<file path="config.mk">
export PLATFORM = sky130hd
export DESIGN_NAME = ps2_transmitter
export DESIGN_NICKNAME = d
export VERILOG_FILES = /design/src/rtl/ps2_transmitter.sv
export SDC_FILE = /design/constraint.sdc
export NUM_CORES = 1
export LEC_CHECK = 0
export CAP_MARGIN = 10
export CORE_MARGIN = 2
export CORE_UTILIZATION = 40
export CTS_CLUSTER_DIAMETER = 100
export DETAILED_ROUTE_END_ITERATION = 10
export GPL_TIMING_DRIVEN = 1
export SYNTH_ARGS = -nofsm -noshare
export SYNTH_HDL_FRONTEND = slang
export SYNTH_SLANG_ARGS = --single-unit
</file>
<file path="constraint.sdc">
create_clock -name sys_clk -period 2.6 [get_ports sys_clk]
set_input_delay 0.65 -clock sys_clk [delete_from_list [all_inputs] [get_ports sys_clk]]
set_output_delay 0.65 -clock sys_clk [all_outputs]
set_load 0.03 [all_outputs]
</file>
<file path="src/rtl/ps2_transmitter.sv">
// Host-to-device PS/2 command transmitter: clock inhibit, request-to-send, an odd-parity
// frame clocked out by the device, ACK/NACK sampling and a per-edge watchdog.
module ps2_transmitter #(
    parameter int INHIBIT_CYCLES = 5000,
    parameter int SETUP_CYCLES   = 50,
    parameter int TIMEOUT_CYCLES = 1000000
) (
    input  logic       sys_clk,
    input  logic       sync_rst_n,
    input  logic       tx_valid,
    input  logic [7:0] tx_data,
    output logic       tx_ready,
    output logic       busy,
    output logic       tx_done,
    output logic [1:0] tx_status,
    input  logic       ps2_clk_in,
    input  logic       ps2_data_in,
    output logic       ps2_clk_oe,
    output logic       ps2_data_oe
);
    localparam int PH_MAX = (INHIBIT_CYCLES > SETUP_CYCLES) ? INHIBIT_CYCLES : SETUP_CYCLES;
    localparam int PH_W   = $clog2(PH_MAX + 1);
    localparam int WD_W   = $clog2(TIMEOUT_CYCLES + 1);

    localparam logic [PH_W-1:0] INH_LAST = PH_W'(INHIBIT_CYCLES - 1);
    localparam logic [PH_W-1:0] SET_LAST = PH_W'(SETUP_CYCLES - 1);
    localparam logic [WD_W-1:0] WD_LAST  = WD_W'(TIMEOUT_CYCLES - 1);

    localparam logic [1:0] ST_ACK     = 2'b00;
    localparam logic [1:0] ST_NACK    = 2'b01;
    localparam logic [1:0] ST_TIMEOUT = 2'b10;

    typedef enum logic [2:0] {
        S_IDLE, S_INHIBIT, S_REQ, S_START, S_ACK, S_WAIT_IDLE
    } state_t;

    state_t            state, state_d;
    logic [PH_W-1:0]   phase_cnt, phase_d;
    logic [WD_W-1:0]   wd_cnt, wd_d;
    logic [3:0]        bit_cnt, bit_d;
    logic [7:0]        tx_byte, byte_d;
    logic              parity, parity_d;
    logic              nack, nack_d;
    logic              clk_oe_d, data_oe_d, done_d;
    logic [1:0]        status_d;

    logic clk_q1, clk_q2, clk_q3, data_q1, data_q2;
    logic clk_fell, wd_expired;

    // Synchronisers preset high so an idle bus never looks like a falling edge out of reset.
    always_ff @(posedge sys_clk) begin
        if (!sync_rst_n) begin
            clk_q1  <= 1'b1;
            clk_q2  <= 1'b1;
            clk_q3  <= 1'b1;
            data_q1 <= 1'b1;
            data_q2 <= 1'b1;
        end else begin
            clk_q1  <= ps2_clk_in;
            clk_q2  <= clk_q1;
            clk_q3  <= clk_q2;
            data_q1 <= ps2_data_in;
            data_q2 <= data_q1;
        end
    end

    assign clk_fell   = clk_q3 & ~clk_q2;
    assign wd_expired = (wd_cnt == WD_LAST);

    // Handshake: a byte is taken on any cycle where tx_valid and tx_ready are both high;
    // tx_valid raised while busy is dropped, never held over.
    always_comb begin
        state_d   = state;
        phase_d   = phase_cnt;
        wd_d      = wd_cnt;
        bit_d     = bit_cnt;
        byte_d    = tx_byte;
        parity_d  = parity;
        nack_d    = nack;
        clk_oe_d  = 1'b0;
        data_oe_d = 1'b0;
        done_d    = 1'b0;
        status_d  = tx_status;
        case (state)
            S_IDLE: begin
                if (tx_valid && tx_ready) begin
                    byte_d   = tx_data;
                    parity_d = ~^tx_data;
                    phase_d  = '0;
                    clk_oe_d = 1'b1;
                    state_d  = S_INHIBIT;
                end
            end
            S_INHIBIT: begin
                clk_oe_d = 1'b1;
                if (phase_cnt == INH_LAST) begin
                    phase_d   = '0;
                    data_oe_d = 1'b1;
                    state_d   = S_REQ;
                end else begin
                    phase_d = phase_cnt + 1'b1;
                end
            end
            S_REQ: begin
                clk_oe_d  = 1'b1;
                data_oe_d = 1'b1;
                if (phase_cnt == SET_LAST) begin
                    phase_d  = '0;
                    bit_d    = '0;
                    wd_d     = '0;
                    clk_oe_d = 1'b0;
                    state_d  = S_START;
                end else begin
                    phase_d = phase_cnt + 1'b1;
                end
            end
            S_START: begin
                data_oe_d = ps2_data_oe;
                // An edge in the expiry cycle wins over the watchdog.
                if (clk_fell) begin
                    bit_d = bit_cnt + 1'b1;
                    wd_d  = '0;
                    if (bit_cnt < 4'd8) begin
                        data_oe_d = ~tx_byte[bit_cnt[2:0]];
                    end else if (bit_cnt == 4'd8) begin
                        data_oe_d = ~parity;
                    end else begin
                        data_oe_d = 1'b0;
                        state_d   = S_ACK;
                    end
                end else if (wd_expired) begin
                    data_oe_d = 1'b0;
                    done_d    = 1'b1;
                    status_d  = ST_TIMEOUT;
                    state_d   = S_IDLE;
                end else begin
                    wd_d = wd_cnt + 1'b1;
                end
            end
            S_ACK: begin
                if (clk_fell) begin
                    bit_d   = bit_cnt + 1'b1;
                    wd_d    = '0;
                    nack_d  = data_q2;
                    state_d = S_WAIT_IDLE;
                end else if (wd_expired) begin
                    done_d   = 1'b1;
                    status_d = ST_TIMEOUT;
                    state_d  = S_IDLE;
                end else begin
                    wd_d = wd_cnt + 1'b1;
                end
            end
            S_WAIT_IDLE: begin
                if (clk_q2 && data_q2) begin
                    done_d   = 1'b1;
                    status_d = nack ? ST_NACK : ST_ACK;
                    state_d  = S_IDLE;
                end else if (wd_expired) begin
                    done_d   = 1'b1;
                    status_d = ST_TIMEOUT;
                    state_d  = S_IDLE;
                end else begin
                    wd_d = wd_cnt + 1'b1;
                end
            end
            default: state_d = S_IDLE;
        endcase
    end

    always_ff @(posedge sys_clk) begin
        if (!sync_rst_n) begin
            state       <= S_IDLE;
            phase_cnt   <= '0;
            wd_cnt      <= '0;
            bit_cnt     <= '0;
            tx_byte     <= '0;
            parity      <= 1'b0;
            nack        <= 1'b0;
            ps2_clk_oe  <= 1'b0;
            ps2_data_oe <= 1'b0;
            tx_done     <= 1'b0;
            tx_status   <= ST_ACK;
            tx_ready    <= 1'b1;
            busy        <= 1'b0;
        end else begin
            state       <= state_d;
            phase_cnt   <= phase_d;
            wd_cnt      <= wd_d;
            bit_cnt     <= bit_d;
            tx_byte     <= byte_d;
            parity      <= parity_d;
            nack        <= nack_d;
            ps2_clk_oe  <= clk_oe_d;
            ps2_data_oe <= data_oe_d;
            tx_done     <= done_d;
            tx_status   <= status_d;
            tx_ready    <= (state_d == S_IDLE);
            busy        <= (state_d != S_IDLE);
        end
    end

endmodule

</file>
* After elaboration in Yosys (flattened, before gate mapping)
Cells that the tools add are included.
Storage, ports and cells: register bits 62, bits in latches 0, memory bits (writable) 0, memory bits (read-only) 0, bits of input ports 13, logic and storage cells 101, memories kept 0
Operators by class: add/subtract/negate cells 3, $mul 0, divide/modulo/power cells 0, $lt $le $gt $ge 2, equal/unequal tests 15, shift-type cells 0, mux-type cells 42, bitwise logic cells 4, reductions and logical operators 17
Operators by type and width (number):
- 20-bit 2-to-1 mux | 4
- 20-bit case mux with 3 select lines | 1
- 13-bit 2-to-1 mux | 3
- 13-bit case mux with 3 select lines | 1
- 3-bit 2-to-1 mux | 9
- 20-bit by 1-bit adder with 20-bit output (second input constant) | 1
- 20-bit == test (second input constant) | 1
- 3-bit case mux with 6 select lines | 1
- 13-bit by 1-bit adder with 13-bit output (second input constant) | 1
- 13-bit == test (second input constant) | 1
- 13-bit by 6-bit == test with 1-bit output (second input constant) | 1
- 1-bit 2-to-1 mux | 12
- 3-bit nonzero test | 3
- 4-bit 2-to-1 mux | 2
- 2-bit != test (second input constant) | 4
- 4-bit case mux with 2 select lines | 1
- 2-bit AND reduction | 4
- 8-bit XNOR reduction | 1
- 3-bit by 2-bit == test with 1-bit output (second input constant) | 2
- 3-bit == test (second input constant) | 2
- 3-bit zero test | 2
- 2-bit 2-to-1 mux | 3
- 1-bit case mux with 3 select lines | 2
- 3-bit AND reduction | 2
- other kinds (15) | 19

* Depth between registers and ports, before layout
word-level depth 6, depth in mapped cells 9

* Worst setup path after synthesis
Ideal clock, no wire load.
path type reg-to-reg, start register phase_cnt[0], end register wd_cnt[9], library setup time 0.070 ns, arrival 2.069 ns, data required time 2.530 ns, path slack 0.461 ns, cell stages (with the launch flop) 8, buffers on the path 1, clock period less this slack 2.139 ns, cells stage by stage dfxtp_1 -> ha_1 -> or4b_1 -> nor4_4 -> nor2_2 -> buf_6 -> or4_1 -> a21oi_1
Between the ends: longest elaborated chain between the ends 3
RTL lines:
- start, declared | RTL line 38 | logic [PH_W-1:0] phase_cnt, phase_d;
- start signal, assigned | RTL line 188 | phase_cnt <= phase_d;
- 13-bit by 6-bit == test with 1-bit output | RTL line 107 | if (phase_cnt == SET_LAST) begin
- 2-bit != test (no source line)
- 3-bit AND reduction (no source line)
- end signal, assigned | RTL line 189 | wd_cnt <= wd_d;
- end, declared | RTL line 39 | logic [WD_W-1:0] wd_cnt, wd_d;
Every way passes these cells. A chain may end at the register's enable or synchronous reset.

* Worst setup path in the final report
Same ends and word-level chain as after synthesis.

==> metrics.cfg <==
[synthesis]
synthFlopType = dfxtp_1
synth_seq_cells = 62
netlist.top_cell.by_area = dfxtp_1
syn_nets = 379
ys_seq_area_share_pct = 38.5
muxShareOfSynthArea_pct = 6.44
syn_area_um2 = 3230
synthArstFlopShare_pct = 0
yosysWarnings = 0
yosysMostFrequentCell = dfxtp_1
yosys-top-cells-area = dfxtp_1 38%, mux2i_1 4.3%, or4_1 3.5%
synth_edf_count = 0
synthCells = 361
synth_top_area_share_pct = 38.5
yosys-top-cells-count = 62 x dfxtp_1, 22 x nand2_1, 22 x nor2_1, 19 x a21oi_1, 18 x nand3_1
synth_cell_type_count = 60
synth_xor_area_share_pct = 4.62
syn_area_per_cell_um2 = 8.94
synth_compound_area_share_pct = 15.8
synthSimpleGateAreaFrac_pct = 29.4
synth_top_family_by_area = simple AND/OR/NAND/NOR gates
synth_fa_ha_area_share_pct = 1.94

[final_layout]
design_area_um2 = 3730
multi_input_area_um2 = 1880
diodes = 0
regArea_um2 = 1240
drive_gt1_share_pct = 10.3
areaGrowthSynthToFinish_pct = 15.6
layout.nets = 401
fillers = 751

[timing]
skew_ns = 0.0106
setup-violations-final = 0
fin_crit_sh_pct = 91.2
relSlewSlack_pct = 54.6
tns_ns = 0
fin_ws_ns = 0.230
rsz0062_at_grt = false
hold_viol_final = 0
tightest_slew_ns = 0.676
fmax_ghz = 0.422
final_max_slew_viol_count = 0
hold_slack_ns = 0.410
period_minus_slack_ns = 2.37

[die]
die_h_um = 93.8
rows = 32
pin_count = 20
start_util_pct = 41.5
core_area_um2 = 7770
dieArea_um2 = 8800
die_w_um = 93.8

[cts]
cts_setup_buffers = 0
cts_buffers = 9
cts.path.max_buffers = 2
clk_latency_ns = 0.34
clk_pin_slew_ns = 0.07
post_cts_resized = 0
cts-hold-fix-buffers = 0
cts_tree = built
ctsRootBufferMaster = clkbuf_8
cts_max_level = 3
clock-sinks = 62

[drt]
dr.pass1.iters = 4
drc = 0
drt_iter0_drc = 134
routedWlPerCell_um = 14.3
routed_wirelength_um = 7000
ant_nets = 0
vias = 2730
avgViaCountPerCell = 5.58

[critical_path]
cp.arrival_ns = 2.63
cp.required_ns = 2.86
critPathTopFamily = simple AND/OR/NAND/NOR gates
cp-startpoint = phase_cnt[0]
end_kind = flip-flop
path_class = flip-flop to flip-flop
critPathMaxFanout = 33
path_buf_inv = 1
max_stage_delay_ns = 0.53
start_kind = flip-flop
r2r-start = phase_cnt[0]
critPathSlowestCell = or4b_1
worstPathCellList = ha_1 > or4b_1 > nor4_4 > nor2_2 > buf_8 > or4_1 > a21oi_1

[power_and_ir_drop]
peakVddDrop_mv = 0.219
pwr_density_cell_nw_per_um2 = 513
leakage_nw = 1.26

[placement]
io_buffers = 19
dpl-instance-area_um2 = 3540
gp_congestion = 0.808
pre_cts_ws_ns = 0.167
dp_hpwl_um = 4920

[grt]
gr-total-overflow = 0
grt_max_degree = 38
track_usage_pct = 17.2
grt_pass1_vias = 2590
grt_pass1_wl_um = 12200
antenna_found_initial = 0

[run_status]
status = completed

[run]
cap_violations = 0

[hold_path]
min_path_type = flip-flop to flip-flop
min_from = clk_q1

## metrics by stage
step | total power (W) | util, % | std cells
floorplan | 0.00113 | - | 361
global placement | 0.00119 | 45.6 | 473
detailed placement | 0.00119 | 45.6 | 473
CTS | 0.00193 | 47.8 | 488
global route | 0.00200 | 48.0 | 489
finish | 0.00191 | 48.0 | 489
## layout make-up
type                            instances  area share, %
Tap cell                              102           3.42
Sequential cell                        62           33.3
Clock buffer                           14           4.36
Inverter                                7          0.705
Timing Repair Buffer                   30           7.52
Multi-Input combinational cell        273           50.6
Clock inverter                          1          0.134
## path summary, 6_finish.rpt
| check | end | slack, ns | cells past startpoint |
|---|---|---|---|
| min reg2reg | clk_q2 | 0.41 | 1 |
| max | wd_cnt[9] | 0.23 | 7 |
| min | clk_q2 | 0.41 | 1 |
| max reg2reg | wd_cnt[9] | 0.23 | 7 |
## kinds of logic (layout without fill, tap and decap cells)
| logic type | count (synthesis) | after routing |
|---|---|---|
| XOR/XNOR | 17 | 17 |
| adder cells (fa/ha/maj) | 5 | 5 |
| multiplexers | 18 | 18 |
| AND/OR/NAND/NOR | 158 | 158 |
| buffers and inverters | 26 | 52 |
| flip-flops | 62 | 62 |
| AO/OA/AOI/OAI | 75 | 75 |
## where the power goes
| group | leakage [nW] | internal [W] | switching (W) | total, W |
|---|---|---|---|---|
| Sequential | 0.503 | 0.000973 | 0.0000135 | 0.000987 |
| Combinational | 0.671 | 0.0000905 | 0.0000905 | 0.000181 |
| Clock | 0.0865 | 0.000393 | 0.000352 | 0.000744 |
## cells in the final DEF (no fill, tap or decap), drive strengths merged, types with 11 or more instances in the layout
cell,synthesis,routed
clkdlybuf4s50,0,19
o31ai,12,12
or4,16,16
a21oi,19,19
dfxtp,62,62
nor2b,14,14
clkbuf,15,14
xnor2,11,11
nand2,22,22
buf,4,11
mux2i,14,14
nor2,23,23
nand3,18,18
## worst register-to-register path: cells and delay by family (launching register included)
family,cells,cell delay (ns)
simple gates,4,1.40
fa+ha+maj,1,0.16
buf+inv,1,0.19
flops,1,0.39
compound gates,1,0.16
## sequential cells by signal, summed over array words and instances (netlist names)
| signal | count |
|---|---|
| tx_done | 1 |
| phase_cnt | 13 |
| state | 3 |
| clk_q3 | 1 |
| nack | 1 |
| bit_cnt | 4 |
| ps2_clk_oe | 1 |
| wd_cnt | 20 |
| data_q1 | 1 |
| tx_byte | 8 |
| busy | 1 |
| parity | 1 |
| tx_status | 2 |
| clk_q2 | 1 |
| clk_q1 | 1 |
| tx_ready | 1 |
| ps2_data_oe | 1 |
| data_q2 | 1 |
## per-layer routing
metal	vias up	global-route usage (%)	part of all wire, %
met5	-	0	0
met1	1276	24.4	51
li1	1395	-	-
met3	11	3.21	4.1
met4	0	7.25	1.7
met2	48	25.6	44
(Power assumes the default switching activity.)
